$ cat src/rtl/i2s_playback_tx.sv
// i2s_playback_tx: I2S playback serializer driving bclk/pblrc/pbdat from a 256-mclk frame.
// Ports: mclk (sole clock, 256x fs), rst (sync active-high), en (start/stop at frame boundary),
//        sample_l/sample_r/sample_valid (source samples), sample_ready (one-mclk accept strobe at cnt=255),
//        bclk (mclk/4), pblrc (0=left, 1=right), pbdat (MSB-first I2S data), underrun_cnt (saturating).
// Option: define I2S_TX_UNDERRUN_HOLD_EN to retransmit the previous frame on underrun instead of silence.
module i2s_playback_tx #(
  parameter int SAMPLE_BITS = 16
) (
  input  logic                   mclk,
  input  logic                   rst,
  input  logic                   en,
  input  logic [SAMPLE_BITS-1:0] sample_l,
  input  logic [SAMPLE_BITS-1:0] sample_r,
  input  logic                   sample_valid,
  output logic                   sample_ready,
  output logic                   bclk,
  output logic                   pblrc,
  output logic                   pbdat,
  output logic [7:0]             underrun_cnt
);
  typedef enum logic {IDLE, RUN} state_t;
  state_t                 r_state;
  logic [7:0]             r_cnt;
  logic [7:0]             r_ucnt;
  logic [SAMPLE_BITS-1:0] r_buf_l;
  logic [SAMPLE_BITS-1:0] r_buf_r;
  logic                   r_pbdat;
  logic                   r_rdy;
  logic                   w_go;
  logic [7:0]             w_cnt_nxt;
  logic [4:0]             w_slot;
  logic [5:0]             w_idx;
  logic [SAMPLE_BITS-1:0] w_word;
  logic [SAMPLE_BITS-1:0] w_sh;
  logic                   w_bit;
  // The idle cycle in which en is seen already acts as cnt=0 of the first frame.
  assign w_go      = (r_state == RUN) || en;
  assign w_cnt_nxt = w_go ? r_cnt + 8'd1 : 8'd0;
  // pbdat is registered from the next count so it lines up with the visible cnt (left MSB at cnt=4).
  assign w_slot    = w_cnt_nxt[6:2];
  assign w_idx     = 6'(SAMPLE_BITS) - {1'b0, w_slot};
  assign w_word    = w_cnt_nxt[7] ? r_buf_r : r_buf_l;
  assign w_sh      = w_word >> w_idx;
  assign w_bit     = (w_slot != 5'd0) && ({1'b0, w_slot} <= 6'(SAMPLE_BITS)) && w_sh[0];
  always_ff @(posedge mclk) begin
    if (rst) begin
      r_state <= IDLE;
      r_cnt   <= '0;
      r_ucnt  <= '0;
      r_buf_l <= '0;
      r_buf_r <= '0;
      r_pbdat <= 1'b0;
      r_rdy   <= 1'b0;
    end else begin
      r_state <= (r_state == IDLE) ? (en ? RUN : IDLE) : ((r_rdy && !en) ? IDLE : RUN);
      r_cnt   <= w_cnt_nxt;
      r_pbdat <= w_bit;
      r_rdy   <= (w_cnt_nxt == 8'hFF);
      // r_rdy is high exactly in the cnt=255 cycle of a running frame.
      if (r_rdy && sample_valid) begin
        r_buf_l <= sample_l;
        r_buf_r <= sample_r;
      end else if (r_rdy) begin
        r_ucnt <= r_ucnt + {7'd0, r_ucnt != 8'hFF};
`ifdef I2S_TX_UNDERRUN_HOLD_EN
        r_buf_l <= r_buf_l;
        r_buf_r <= r_buf_r;
`else
        r_buf_l <= '0;
        r_buf_r <= '0;
`endif
      end
    end
  end
  assign bclk         = r_cnt[1];
  assign pblrc        = r_cnt[7];
  assign pbdat        = r_pbdat;
  assign sample_ready = r_rdy;
  assign underrun_cnt = r_ucnt;
endmodule
$ cat config.mk
export PLATFORM = sky130hd
export DESIGN_NAME = i2s_playback_tx
export DESIGN_NICKNAME = d
export VERILOG_FILES = /design/src/rtl/i2s_playback_tx.sv
export SDC_FILE = /design/constraint.sdc
export NUM_CORES = 1
export LEC_CHECK = 0
export ABC_AREA = 1
export CAP_MARGIN = 0
export CORE_MARGIN = 1.5
export CORE_UTILIZATION = 52
export DETAILED_ROUTE_END_ITERATION = 10
export PLACE_DENSITY = 0.79
export SYNTH_ARGS = -nofsm -noshare
export SYNTH_HDL_FRONTEND = slang
export SYNTH_SLANG_ARGS = --single-unit
$ cat constraint.sdc
create_clock -name mclk -period 2.4 [get_ports mclk]
set_clock_uncertainty 0.05 [all_clocks]
set_input_delay 0.48 -clock mclk [delete_from_list [all_inputs] [get_ports mclk]]
set_output_delay 0.48 -clock mclk [all_outputs]
set_load 0.02 [all_outputs]
==> results of run 1 <==
## power breakdown
| part | total [µW] | internal, µW | switching, µW |
|---|---|---|---|
| combinational | 125 | 69.1 | 55.9 |
| clock | 616 | 338 | 279 |
| sequential | 852 | 849 | 2.88 |
## layer usage
| layer | track usage, % | share of wire [%] | vias to the layer above |
|---|---|---|---|
| met5 | 0 | 0 | - |
| met4 | 6.996 | 1.1 | 0 |
| met3 | 4.801 | 3.5 | 6 |
| met2 | 44.04 | 52 | 46 |
| met1 | 25.56 | 43 | 1171 |
| li1 | - | - | 1295 |
## how the worst min path moves through the flow
stage,endpoint,slack [ns]
detailed placement,r_buf_r[4],0.41
CTS,r_buf_r[8],0.42
floorplan,r_buf_l[0],0.40
global placement,r_buf_l[0],0.40
global route,r_buf_l[13],0.44
finish,r_buf_r[8],0.42
## registers in the layout, indices dropped and copies added (netlist names)
signal	flops
underrun_cnt	8
r_state	1
r_buf_r	16
r_buf_l	16
r_cnt	8
sample_ready	1
pbdat	1
## cells by family after synthesis
| kind of cell | after synthesis | synth area share, % |
|---|---|---|
| compound gates | 53 | 10.60 |
| xor+xnor | 2 | 0.6781 |
| fa+ha+maj | 5 | 2.421 |
| buf+inv | 76 | 11.86 |
| flops | 51 | 39.52 |
| simple gates | 188 | 34.92 |
## cell usage in the layout, fill, tap and decap left out, types with 9 or more instances in the layout
cell type and instances:
nor2_1 29, nand3_1 59, a21oi_1 40, inv_1 50, clkdlybuf4s50_1 47, o21ai_0 9, nand4_1 15, dfxtp_1 51
nand2_1 70, buf_4 10
## area by class of cell
cell class	instances	area share [%]
clock buffer	6	2.559
clock inverter	2	1.086
inverter	54	6.282
multi-input combinational	248	38.93
sequential	51	31.64
tap	67	2.598
timing repair buffer	57	16.91
## through the flow
stage | area [µm²] | hold WS, ns | util [%] | total power (µW) | instances
floorplan | 2584 | 0.3953 | - | 921.2 | 375
global placement | 3109 | 0.4043 | 65.39 | 993.7 | 477
detailed placement | 3109 | 0.4076 | 65.39 | 995.9 | 477
CTS | 3227 | 0.4209 | 67.87 | 1603 | 485
global route | 3227 | 0.4397 | 67.87 | 1643 | 485
finish | 3227 | 0.4187 | 67.87 | 1594 | 485
## cells in the mapped netlist, types with 2 or more instances
library cell and instances:
nand2_1 70, nand3_1 59, dfxtp_1 51, inv_1 50
a21oi_1 40, nor2_1 29, clkbuf_1 15, nand4_1 15
o21ai_0 9, buf_2 5, ha_1 5, nand2_2 3
nor2_4 3, nor3_1 3, buf_6 2, clkinv_1 2
inv_2 2, o211ai_1 2
==> run metrics, run 1 <==
worst path cell trace clkdlybuf4s50_1; Multi-input gate area 1256 µm²; Synth Area per Inst 6.890 µm²; Crit path max-delay family buffers and inverters; MaxCap Viol Count 0; min Tclk post-route 2.196 ns; crit path buf inv count 1; Final setup violation count 0; Die Area 5401 µm²; Ports 48; Post CTS Setup Buffer Count 0; initial DRC count 118; crit path launch type flip-flop; Post-Syn Nets 416; fin crit share 91.51%; wire length of the first global-routing pass 9777 µm; n_diodes 0; VDD IR max 358.2 µV; #FFs+latches synth 51; leading area contributor after synthesis dfxtp_1; number of synthesized flops with an enable pin 0; Slew Limit Fails 0; Clock transition at path regs 0.09 ns; pin count of the biggest net entering global routing 41; routed via count 2,518; # H-tree levels 2; Area growth syn-to-layout 24.89%; worst stage delay on the critical path 0.70 ns; CTS tree done; Synth Flop Type dfxtp_1; CTS buffer count 5; Core ar. 4755 µm²; CP max FO 14; fill count 446; internal reg-to-reg setup slack 0.35 ns; Hold WC Path Type flip-flop to flip-flop; drt wl/cell 12.10 µm; drt total wl 5869 µm; Placement Setup Slack 0.03797 ns; HP Start r_buf_r[8]; Buffers on Ports 47; P per Cell Area 493.9 nW/µm²; setup slack after layout 0.2037 ns; post-synthesis instance area 2584 µm²; r2r startpoint sample_ready; crit path to sample_ready; DR DRC count 0; DRT Pass-1 Iters 5; worst slew pin tran 0.5313 ns; Sum Neg Setup Slack 0 ns; initial core utilization 54.34%; Total Routing Usage GR 23.20%; total gr overflow 0; Reg area 1021 µm²; Synth async-reset ratio 0%; Clk Latency, worst-skew pair 0.30 ns; WP data arrival 1.67 ns; Worst path depth 1; final RePlAce weighted congestion 0.9362; hold path depth 2; Synth warnings 0; root buffer cell clkbuf_8; Via density 5.192; Post-DRT Antenna Nets 0; Area contributors post-synth dfxtp_1, nand3_1, nand2_1, a21oi_1, inv_1; Reg2Reg Depth 8; hold buffers post-CTS 0; slowest cell on the critical path clkdlybuf4s50_1; sequential share of the synthesized area 39.52%; Achievable Freq 455.3 MHz; TritonCTS Sinks 51; kind of critical path flip-flop to output port; vias in the first global route 2,319; layout cells sized above 1 7.656%; num rows 25; Crit. Startpoint sample_ready; status finished, final reports clean; Max Root-Sink Buffers 2; Die H 73.49 µm; post_cts resized 0; Leak 0.001216 µW; Yosys top cell area share 39.52%; Syn Inst Count 375; RR Endpoint underrun_cnt[7]; relative slew slack 64.53%; CP Capture Type output port; Die Width 73.49 µm; Final nets 458; antenna violations before repair 0; RSZ-0062 raised after global routing no; Detailed Place HPWL 4239 µm; Hold Violations, Final 0; CP required 1.87 ns; Cell variety after synth 28
Power figures use the tool's default switching activity.
==> run 2: changes to the inputs <==
--- a/config.mk
+++ b/config.mk
@@ -8,9 +8,10 @@
 export ABC_AREA = 1
 export CAP_MARGIN = 0
 export CORE_MARGIN = 1.5
-export CORE_UTILIZATION = 52
+export CORE_UTILIZATION = 54
 export DETAILED_ROUTE_END_ITERATION = 10
-export PLACE_DENSITY = 0.79
+export PLACE_DENSITY = 0.81
+export RECOVER_POWER = 25
 export SYNTH_ARGS = -nofsm -noshare
 export SYNTH_HDL_FRONTEND = slang
 export SYNTH_SLANG_ARGS = --single-unit
==> constraint.sdc (replaced) <==
create_clock -name mclk -period 2.81 [get_ports mclk]
set_clock_uncertainty 0.05 [all_clocks]
set_input_delay 0.562 -clock mclk [delete_from_list [all_inputs] [get_ports mclk]]
set_output_delay 0.562 -clock mclk [all_outputs]
set_load 0.02 [all_outputs]
==> run 2 against run 1 <==
Net effect: combinational power fell by 19%; largest cell class unchanged; worst setup slack gained 0.17 ns; power down 22%; the flow now finishes with violations (capacitance limit, slew limit); critical endpoint is now pbdat; utilization up 2.2 points; via count decreased by 2.7%; critical path depth grew 11.
==> run metrics, run 2 (same netlist as run 1, synthesis figures left out) <==
vias in the first global route 2,297; met2 GRT Util 40.95%; VDD IR max 289.1 µV; CTS tree done; RSZ-0062 raised after global routing no; relative slew slack -11.06%; Total Routing Usage GR 22.50%; total gr overflow 0; Logic pwr share 8.1%; TritonCTS Sinks 51; Die Width 72.17 µm; met3 GRT Util 4.444%; worst path cell trace clkdlybuf4s50_1 -> nor2_1 -> nor3_2 -> inv_2 -> ha_1 -> inv_1 -> xor2_1 -> inv_1 -> nand3_1 -> nand2_1 -> nor2_1 -> nor2_1; Area growth syn-to-layout 21.40%; P_sw 272.8 µW; n_diodes 0; WP data arrival 2.59 ns; drt total wl 5376 µm; crit path buf inv count 4; pin count of the biggest net entering global routing 41; Via density 5.271; CP required 2.96 ns; Clk Latency, worst-skew pair 0.30 ns; commonest non-fill, non-tap cell in the layout nand2_1; met1 Use GR 25.68%; CTS buffer count 5; Detailed Place HPWL 4001 µm; Post CTS Setup Buffer Count 0; drt wl/cell 11.56 µm; status finished, violations left; Achievable Freq 410.4 MHz; slowest cell on the critical path clkdlybuf4s50_1; GR peak layer met2; # H-tree levels 2; Leak 0.001180 µW; worst hold slack 0.4178 ns; sw frac 21.87%; antenna violations before repair 0; CP max FO 9; most frequent cells in the layout nand2_1, nand3_1, dfxtp_1; Final setup violation count 0; layout cells sized above 1 6.053%; worst slew pin tran 1.666 ns; Buffers on Ports 47; Die H 72.17 µm; Crit path max-delay family simple AND/OR/NAND/NOR gates; Reg area 1021 µm²; internal power 974.5 µW; final RePlAce weighted congestion 0.9178; critical path's most frequent cell nor2_1; Clock transition at path regs 0.09 ns; Max Root-Sink Buffers 2; Multi-input gate area 1249 µm²; DRT Pass-1 Iters 4; Hold Violations, Final 0; num rows 24; top flop regs r_buf_l x16, r_buf_r x16; crit path launch type input port; post_cts resized 0; worst stage delay on the critical path 0.42 ns; Final nets 454; failing checks capacitance limit, slew limit; sequential power share 58.3%; P per Cell Area 397.6 nW/µm²; MaxCap Viol Count 1; routed via count 2,451; root buffer cell clkbuf_8; Die Area 5209 µm²; Post-DRT Antenna Nets 0; min Tclk post-route 2.437 ns; initial core utilization 57.75%; initial DRC count 112; DR DRC count 0; Hold WC Path Type flip-flop to flip-flop; clock share of power 33.6%; wire length of the first global-routing pass 9390 µm; Ports 48; fin crit share 86.72%; Slew Limit Fails 41; fill count 396; Core ar. 4474 µm²; kind of critical path input port to flip-flop; hold buffers post-CTS 0; Sum Neg Setup Slack 0 ns; CP Capture Type flip-flop
run 2: cell types whose count changed in the layout (fill, tap and decap cells not counted):
cell       before  now
nor2_1         29   30
bufinv_16       1    0
nor2_4          3    2
clkbuf_1        0    1
buf_4          10    5
run 2: per-stage QoR:
stage / setup WS (ns) / power (µW) / utilization [%] / std cells / instance area (µm²)
floorplan: 0.8638 / 786.8 / - / 375 / 2584
global route: 0.1649 / 1302 / 70.11 / 465 / 3137
global placement: 0.2690 / 845.6 / 68.40 / 458 / 3060
finish: 0.3733 / 1247 / 70.11 / 465 / 3137
detailed placement: 0.2208 / 847.0 / 68.40 / 458 / 3060
CTS: 0.5165 / 1263 / 70.36 / 465 / 3148
run 2: worst reg2reg max path: stages (launching register included):
cell	delay, ns
dfxtp_1	0.34
ha_1	0.21
nand2_1	0.10
inv_1	0.06
nor3_2	0.17
inv_2	0.12
ha_1	0.23
inv_1	0.07
xor2_1	0.26
inv_1	0.10
nand3_1	0.09
nand2_1	0.05
nor2_1	0.10
nor2_1	0.05
run 2: final cells by class:
type                            instances  share of cell area [%]
Clock buffer                            6                   2.633
Tap cell                               52                   2.074
Timing Repair Buffer                   53                   16.31
Clock inverter                          1                  0.1596
Sequential cell                        51                   32.55
Multi-Input combinational cell        248                   39.81
Inverter                               54                   6.462
run 2: power groups by stage:
stage / clock network (µW) / registers, µW / logic, µW
finish: 419 / 727 / 101
CTS: 432 / 728 / 103
detailed placement: 0 / 745 / 102
global placement: 0 / 745 / 101
floorplan: 0 / 746 / 41.1
global route: 463 / 728 / 112
run 2: metal layers:
metal / vias to the layer above / wire, µm
met5: - / 0
met4: 0 / 61
met3: 6 / 207
met2: 52 / 2681
met1: 1096 / 2425
li1: 1297 / -
run 2: worst paths after layout:
check | start | to | slack [ns] | depth (start not counted)
min reg2reg | r_buf_l[15] | r_buf_l[15] | 0.42 | 2
min | r_buf_l[15] | r_buf_l[15] | 0.42 | 2
max reg2reg | r_cnt[1] | pbdat | 0.74 | 13
max | en | pbdat | 0.37 | 12
==> run 3: changes to the inputs <==
--- a/config.mk
+++ b/config.mk
@@ -10,6 +10,7 @@
 export CORE_MARGIN = 1.5
 export CORE_UTILIZATION = 54
 export DETAILED_ROUTE_END_ITERATION = 10
+export HOLD_SLACK_MARGIN = 0.08
 export PLACE_DENSITY = 0.81
 export RECOVER_POWER = 25
 export SYNTH_ARGS = -nofsm -noshare
==> results of run 3 <==
No change in the layout: final DEF, timing and power equal those of run 2.
